==> config.mk <==
export PLATFORM = sky130hd
export DESIGN_NAME = if_fetch_buf_flat
export DESIGN_NICKNAME = d
export VERILOG_FILES = /design/src/rtl/if_pkg.sv /design/src/rtl/if_fetch_buf_if.sv /design/src/rtl/if_fifo.sv /design/src/rtl/if_fetch_buf.sv /design/src/flat_wrapper.sv
export SDC_FILE = /design/constraint.sdc
export NUM_CORES = 1
export LEC_CHECK = 0
export CAP_MARGIN = 20
export CORE_AREA = 2 2 116 96
export CTS_BUF_LIST = sky130_fd_sc_hd__clkbuf_4 sky130_fd_sc_hd__clkbuf_8
export DETAILED_ROUTE_END_ITERATION = 7
export DIE_AREA = 0 0 118 98
export DONT_BUFFER_PORTS = 1
export HOLD_SLACK_MARGIN = 0.05
export PLACE_DENSITY = 0.85
export REMOVE_ABC_BUFFERS = 1
export SLEW_MARGIN = 20
export SYNTH_ARGS = -nofsm -noshare
export SYNTH_HDL_FRONTEND = slang
export SYNTH_SLANG_ARGS = --single-unit
==> constraint.sdc <==
create_clock -name clk -period 8.2 [get_ports clk]
set_input_delay 0.82 -clock clk [delete_from_list [all_inputs] [get_ports clk]]
set_output_delay 0.82 -clock clk [all_outputs]
set_load 0.01 [all_outputs]
==> src/rtl/if_pkg.sv <==
// Shared types for the instruction-fetch buffer.
// Latency: n/a (types and constants only).
// Backpressure: n/a.
// Contents: fetch FSM state enum (2-bit), default substitute instruction,
// fetch entry layout {pc, inst, misalign} at the default 32/32 widths.
package if_pkg;

  typedef enum logic [1:0] {
    IDLE     = 2'd0,
    WAIT_GNT = 2'd1,
    WAIT_RSP = 2'd2,
    DRAIN    = 2'd3
  } fetch_state_e;

  localparam int unsigned ENTRY_ADDR_W = 32;
  localparam int unsigned ENTRY_DATA_W = 32;

  // Instruction delivered in place of a misaligned fetch.
  localparam logic [31:0] NOP_INST_DEF = 32'h0000_0000;

  typedef struct packed {
    logic [ENTRY_ADDR_W-1:0] pc;
    logic [ENTRY_DATA_W-1:0] inst;
    logic                    misalign;
  } fetch_entry_t;

endpackage

==> src/rtl/if_fetch_buf_if.sv <==
// Fetch-stage bus bundle: PC register side, instruction memory side, decode side.
// Latency: n/a (wiring only).
// Backpressure: pc_stall toward the PC register, id_ready from decode.
// Modports: master = fetch buffer, slave = its environment (PC reg, memory, decode).
// Optional id_misalign exists only when FETCH_ALIGN_CHECK_EN is defined.
interface if_fetch_buf_if #(
  parameter int ADDR_W = 32,
  parameter int DATA_W = 32
);
  logic [ADDR_W-1:0] pc;
  logic              ce;
  logic              pc_stall;
  logic              imem_req;
  logic [ADDR_W-1:0] imem_addr;
  logic              imem_gnt;
  logic              imem_rvalid;
  logic [DATA_W-1:0] imem_rdata;
  logic              flush;
  logic              id_valid;
  logic              id_ready;
  logic [ADDR_W-1:0] id_pc;
  logic [DATA_W-1:0] id_inst;
`ifdef FETCH_ALIGN_CHECK_EN
  logic              id_misalign;
`endif

  modport master (
    input  pc, ce, imem_gnt, imem_rvalid, imem_rdata, flush, id_ready,
    output pc_stall, imem_req, imem_addr, id_valid, id_pc, id_inst
`ifdef FETCH_ALIGN_CHECK_EN
    , output id_misalign
`endif
  );

  modport slave (
    output pc, ce, imem_gnt, imem_rvalid, imem_rdata, flush, id_ready,
    input  pc_stall, imem_req, imem_addr, id_valid, id_pc, id_inst
`ifdef FETCH_ALIGN_CHECK_EN
    , input id_misalign
`endif
  );
endinterface

==> src/rtl/if_fifo.sv <==
// DEPTH-entry synchronous FIFO holding fetched entries; head read from registers.
// Latency: push at edge N visible at head at N+1 when empty.
// Backpressure: none internally; caller must not push when full. clear overrides push/pop.
// Ports: clk, rst (async high), push/din, pop, clear, count, head.
module if_fifo #(
  parameter int W     = 64,
  parameter int DEPTH = 2,
  localparam int PW   = $clog2(DEPTH),
  localparam int CW   = PW + 1
) (
  input  logic          clk,
  input  logic          rst,
  input  logic          push,
  input  logic [W-1:0]  din,
  input  logic          pop,
  input  logic          clear,
  output logic [CW-1:0] count,
  output logic [W-1:0]  head
);

  logic [W-1:0]  mem [DEPTH];
  logic [PW-1:0] wr_ptr;
  logic [PW-1:0] rd_ptr;

  // DEPTH is a power of two, so pointer overflow is the modulo wrap.
  always_ff @(posedge clk or posedge rst) begin
    if (rst) begin
      wr_ptr <= '0;
      rd_ptr <= '0;
      count  <= '0;
      for (int i = 0; i < DEPTH; i++) mem[i] <= '0;
    end else if (clear) begin
      wr_ptr <= '0;
      rd_ptr <= '0;
      count  <= '0;
    end else begin
      if (push) begin
        mem[wr_ptr] <= din;
        wr_ptr      <= wr_ptr + 1'b1;
      end
      if (pop) rd_ptr <= rd_ptr + 1'b1;
      if (push && !pop)      count <= count + 1'b1;
      else if (pop && !push) count <= count - 1'b1;
    end
  end

  assign head = mem[rd_ptr];

endmodule

==> src/rtl/if_fetch_buf.sv <==
// Instruction fetch: one outstanding imem request, {pc,inst} buffered for decode.
// Latency: launch -> gnt -> rvalid; rvalid at edge N gives id_valid at N+1 (empty FIFO).
// Backpressure: pc_stall holds the PC unless a fetch launches; launch needs a free FIFO slot.
// Ports: clk, rst (async high), bus (if_fetch_buf_if.master): pc/ce/pc_stall,
// imem_req/addr/gnt/rvalid/rdata, flush, id_valid/ready/pc/inst.
// Optional FETCH_ALIGN_CHECK_EN: misaligned pc pushes NOP_INST with id_misalign=1, no request.
module if_fetch_buf
  import if_pkg::*;
#(
  parameter int ADDR_W = 32,
  parameter int DATA_W = 32,
  parameter int DEPTH  = 2
`ifdef FETCH_ALIGN_CHECK_EN
  , parameter logic [DATA_W-1:0] NOP_INST = DATA_W'(NOP_INST_DEF)
`endif
) (
  input  logic           clk,
  input  logic           rst,
  if_fetch_buf_if.master bus
);

  localparam int CW = $clog2(DEPTH) + 1;
`ifdef FETCH_ALIGN_CHECK_EN
  localparam int ENTRY_W = ADDR_W + DATA_W + 1;
`else
  localparam int ENTRY_W = ADDR_W + DATA_W;
`endif

  fetch_state_e       state;
  logic [CW-1:0]      count;
  logic [ENTRY_W-1:0] head;
  logic [ENTRY_W-1:0] push_dat;
  logic               launch;
  logic               req_launch;
  logic               rsp_push;
  logic               fifo_push;
  logic               fifo_pop;

  // Credit is judged on the current count only; a same-cycle pop is not counted.
  assign launch   = (state == IDLE) && bus.ce && (count < CW'(DEPTH)) && !bus.flush;
  assign bus.pc_stall = rst | ~launch;
  assign rsp_push = (state == WAIT_RSP) && bus.imem_rvalid && !bus.flush;
  assign fifo_pop = bus.id_valid && bus.id_ready;

`ifdef FETCH_ALIGN_CHECK_EN
  logic mis_launch;
  assign mis_launch = launch && (bus.pc[1:0] != 2'b00);
  assign req_launch = launch && !mis_launch;
  assign fifo_push  = rsp_push | mis_launch;
  assign push_dat   = mis_launch ? {bus.pc, NOP_INST, 1'b1}
                                 : {bus.imem_addr, bus.imem_rdata, 1'b0};
  assign bus.id_misalign = head[0];
`else
  assign req_launch = launch;
  assign fifo_push  = rsp_push;
  assign push_dat   = {bus.imem_addr, bus.imem_rdata};
`endif

  always_ff @(posedge clk or posedge rst) begin
    if (rst) begin
      state         <= IDLE;
      bus.imem_req  <= 1'b0;
      bus.imem_addr <= '0;
    end else begin
      case (state)
        IDLE: begin
          if (req_launch) begin
            bus.imem_addr <= bus.pc;
            bus.imem_req  <= 1'b1;
            state         <= WAIT_GNT;
          end
        end
        WAIT_GNT: begin
          if (bus.imem_gnt) begin
            // A granted request always returns data, so a flush here must drain it.
            bus.imem_req <= 1'b0;
            state        <= bus.flush ? DRAIN : WAIT_RSP;
          end else if (bus.flush) begin
            bus.imem_req <= 1'b0;
            state        <= IDLE;
          end
        end
        WAIT_RSP: begin
          if (bus.imem_rvalid)   state <= IDLE;
          else if (bus.flush)    state <= DRAIN;
        end
        DRAIN: begin
          if (bus.imem_rvalid)   state <= IDLE;
        end
        default: state <= IDLE;
      endcase
    end
  end

  if_fifo #(
    .W     (ENTRY_W),
    .DEPTH (DEPTH)
  ) u_fifo (
    .clk   (clk),
    .rst   (rst),
    .push  (fifo_push),
    .din   (push_dat),
    .pop   (fifo_pop),
    .clear (bus.flush),
    .count (count),
    .head  (head)
  );

  assign bus.id_valid = (count != '0);
  assign bus.id_pc    = head[ENTRY_W-1 -: ADDR_W];
  assign bus.id_inst  = head[ENTRY_W-ADDR_W-1 -: DATA_W];

endmodule

==> src/flat_wrapper.sv <==
// flat-port wrapper written by rule: the top's interface ports become plain ports
module if_fetch_buf_flat import if_pkg::*;
#(
  parameter int ADDR_W = 32,
  parameter int DATA_W = 32,
  parameter int DEPTH  = 2

)
  (clk, rst, bus_pc, bus_ce, bus_imem_gnt, bus_imem_rvalid, bus_imem_rdata, bus_flush, bus_id_ready, bus_pc_stall, bus_imem_req, bus_imem_addr, bus_id_valid, bus_id_pc, bus_id_inst);
  if_fetch_buf_if #(.ADDR_W(ADDR_W), .DATA_W(DATA_W)) bus_i ();
  input  logic clk;
  input  logic rst;
  input wire logic [$bits(bus_i.pc)-1:0] bus_pc;
  input wire logic [$bits(bus_i.ce)-1:0] bus_ce;
  input wire logic [$bits(bus_i.imem_gnt)-1:0] bus_imem_gnt;
  input wire logic [$bits(bus_i.imem_rvalid)-1:0] bus_imem_rvalid;
  input wire logic [$bits(bus_i.imem_rdata)-1:0] bus_imem_rdata;
  input wire logic [$bits(bus_i.flush)-1:0] bus_flush;
  input wire logic [$bits(bus_i.id_ready)-1:0] bus_id_ready;
  output wire logic [$bits(bus_i.pc_stall)-1:0] bus_pc_stall;
  output wire logic [$bits(bus_i.imem_req)-1:0] bus_imem_req;
  output wire logic [$bits(bus_i.imem_addr)-1:0] bus_imem_addr;
  output wire logic [$bits(bus_i.id_valid)-1:0] bus_id_valid;
  output wire logic [$bits(bus_i.id_pc)-1:0] bus_id_pc;
  output wire logic [$bits(bus_i.id_inst)-1:0] bus_id_inst;
  assign bus_i.pc = bus_pc;
  assign bus_i.ce = bus_ce;
  assign bus_i.imem_gnt = bus_imem_gnt;
  assign bus_i.imem_rvalid = bus_imem_rvalid;
  assign bus_i.imem_rdata = bus_imem_rdata;
  assign bus_i.flush = bus_flush;
  assign bus_i.id_ready = bus_id_ready;
  assign bus_pc_stall = bus_i.pc_stall;
  assign bus_imem_req = bus_i.imem_req;
  assign bus_imem_addr = bus_i.imem_addr;
  assign bus_id_valid = bus_i.id_valid;
  assign bus_id_pc = bus_i.id_pc;
  assign bus_id_inst = bus_i.id_inst;
  if_fetch_buf #(.ADDR_W(ADDR_W), .DATA_W(DATA_W), .DEPTH(DEPTH)) u_core (.clk(clk), .rst(rst), .bus(bus_i));
endmodule
==> flow_summary.json <==
{
  "dr.pass1.iters": 4,
  "finClkSkew_ns": 0.0139,
  "dieArea_um2": 11600,
  "first_global_vias": 4028,
  "fmax_mhz": 323,
  "start_util": 0.679,
  "synth_cell_types": 28,
  "r2r_start": "u_core.state[1]$_DFFE_PP0P_",
  "avgSynthCellArea_um2": 15.9,
  "p_leak_nw": 3.49,
  "ios": 170,
  "num_rows": 34,
  "setup_viol": 0,
  "cp.arrival_ns": 2.28,
  "overflow": 0,
  "timing_worst_setup_path_type": "reg -> out",
  "slew_viol_final": 0,
  "cts-root-buf": "clkbuf_8",
  "cts-hold-fix-buffers": 0,
  "dominantRegCellSynth": "dfrtp_1",
  "rsz0062_at_grt": "no",
  "synth_area_um2": 7130,
  "grt_max_degree": 91,
  "gp_congestion": 0.767,
  "postCtsSetupRepairBufs": 0,
  "avgRoutedWirePerCell_um": 21.2,
  "hold_path_class": "in -> async",
  "htree_levels": 4,
  "status": "finished clean",
  "place_area_um2": 7150,
  "cts_tree": "done",
  "netlist_instances": 449,
  "hpwl_mm": 8.40,
  "drive_gt1_frac": 0.566,
  "slowest_delay_ns": 0.83,
  "synth_edf_count": 0,
  "startpoint": "u_core.u_fifo.rd_ptr$_DFFE_PP0P_",
  "end_kind": "output pin",
  "wl_mm": 12.8,
  "async_flop_share": 1.00,
  "drtIter0Drc": 191,
  "num_vias": 3616,
  "fin_crit_sh": 0.377,
  "cts_buffers": 17,
  "fin_nets": 519,
  "fin_area_um2": 7550,
  "port_buffers": 0,
  "worstPathRequired_ns": 7.38,
  "ir_drop_mv": 0.228,
  "die_h_um": 98,
  "power_density_nw_per_um2": 362,
  "synth.cells.most_frequent": "219 x mux2_2, 167 x dfrtp_1, 12 x buf_6",
  "grt_usage": 0.234,
  "worstMarginPinSlew_ns": 0.943,
  "antenna_found_initial": 0,
  "viasPerCell": 6.00,
  "max-cap-violations": 0,
  "area_growth_pct": 5.79,
  "hold_violations": 0,
  "drc": 0,
  "ys_warn_count": 0,
  "path_cells": "buf_4 -> mux2_2",
  "fillCellCount": 699,
  "tns_ns": 0,
  "worst_setup_hold_path_clk_slew_ns": 0.08,
  "clockBufferDepth": 2,
  "die-width_um": 118,
  "cts_resized": 0,
  "ant_nets": 0,
  "crit_slowest_cell": "dfrtp_2",
  "ys_seq_area_frac": 0.586,
  "synth-seq-cells": 167,
  "yosysTopAreaCellShare": 0.586,
  "clock_latency_ns": 0.43,
  "clock_sinks": 167,
  "synth_top_area_cell": "dfrtp_1",
  "yosysMostFrequentCell": "mux2_2",
  "yosys-top-cells-area": "dfrtp_1 59%, mux2_2 35%, buf_6 1.9%, mux2_1 0.79%, buf_2 0.56%",
  "path_max_fanout": 35,
  "rrSetupSlack_ns": 6.15,
  "slew_headroom": 0.371,
  "diodes": 0,
  "grt_pass1_wl_mm": 20.9,
  "core-area_um2": 10500,
  "min_period_ns": 3.10,
  "setup.worst_path.start_class": "flop"
}
[critical path, delay by kind of cell (launching register included)]
kind | cells | cell delay (ns)
buffers and inverters | 1 | 0.52
DFF | 1 | 0.83
muxes | 1 | 0.44
[registers in the layout, summed over array words and instances (netlist names)]
signal / count
u_core.bus.imem_req: 1
u_core.u_fifo.mem: 128
u_core.u_fifo.count: 2
u_core.bus.imem_addr: 32
u_core.state: 2
u_core.u_fifo.wr_ptr: 1
u_core.u_fifo.rd_ptr: 1
[path summary, 6_finish.rpt]
path	end	cells past startpoint
hold reg to reg	u_core.u_fifo.mem[112]$_DFFE_PP0P_	1
max in group asynchronous	u_core.bus.imem_addr[8]$_DFFE_PP0P_	2
min in group clk	u_core.u_fifo.wr_ptr$_DFFE_PP0P_	1
setup reg to reg	u_core.u_fifo.mem[108]$_DFFE_PP0P_	4
hold / removal	u_core.u_fifo.mem[101]$_DFFE_PP0P_	1
setup / recovery	bus_id_pc[27]	2
[power breakdown]
part	leakage [nW]	switching (mW)	internal, mW
clock	0.204	0.275	0.303
combinational	1.15	0.300	0.412
sequential	2.14	0.283	1.16
total	3.49	0.857	1.87
[routing by layer]
layer  share of wire  global-route usage  vias to the layer above
li1                -                   -                     1601
met1            0.43               0.302                     1880
met2            0.48               0.369                      128
met3           0.084              0.0917                        7
met4          0.0059              0.0741                        0
met5               0                   0                        -
[logic make-up after synthesis]
family	after synthesis	synth area share
mux	224	0.354
flops	167	0.586
buf+inv	29	0.0309
simple gates	17	0.0175
compound gates	9	0.00842
xor+xnor	3	0.00368
[final cells by class]
type                       count  area [um2]  area share
sequential                   167        4180       0.554
inverter                       4        20.0     0.00265
clock buffer                  22         297      0.0393
multi-input combinational    253        2740       0.362
tap                          144         180      0.0239
clock inverter                 8        96.3      0.0128
timing repair buffer           5        37.5     0.00497
[metrics by stage]
step           utilization  hold slack (ns)  setup slack [ns]  std cells  power [mW]
3_5_place_dp         0.681            0.476              5.43        573        2.18
4_1_cts              0.718            0.402              5.09        603        2.76
6_report             0.718            0.394              5.10        603        2.73
3_3_place_gp         0.681            0.464              5.46        573        2.13
5_1_grt              0.718            0.399              4.98        603        2.89
2_1_floorplan            -            0.454              2.64        424        1.99
[cell usage in the layout, fill, tap and decap left out]
cell type,Yosys,final
a211o_1,1,1
a211oi_1,1,1
a21o_1,1,1
a22o_1,1,1
and3_2,0,1
and3b_1,1,1
buf_4,3,5
bufinv_16,0,2
clkbuf_4,0,1
clkbuf_8,0,21
clkinv_2,0,4
clkinvlp_4,0,1
dfrtp_1,167,166
dfrtp_2,0,1
inv_1,4,3
inv_6,0,2
mux2_1,5,5
mux2_2,219,219
nand2_1,2,2
nand3b_1,1,1
nand3b_4,1,1
nor2_1,4,4
nor2b_1,2,2
nor3_4,1,1
nor3b_1,1,1
nor4bb_1,1,1
o211ai_1,1,1
o21ai_0,4,4
or2_2,1,1
or4_1,1,1
xnor2_1,1,1
xor2_1,2,2
Power figures use the tool's default switching activity.
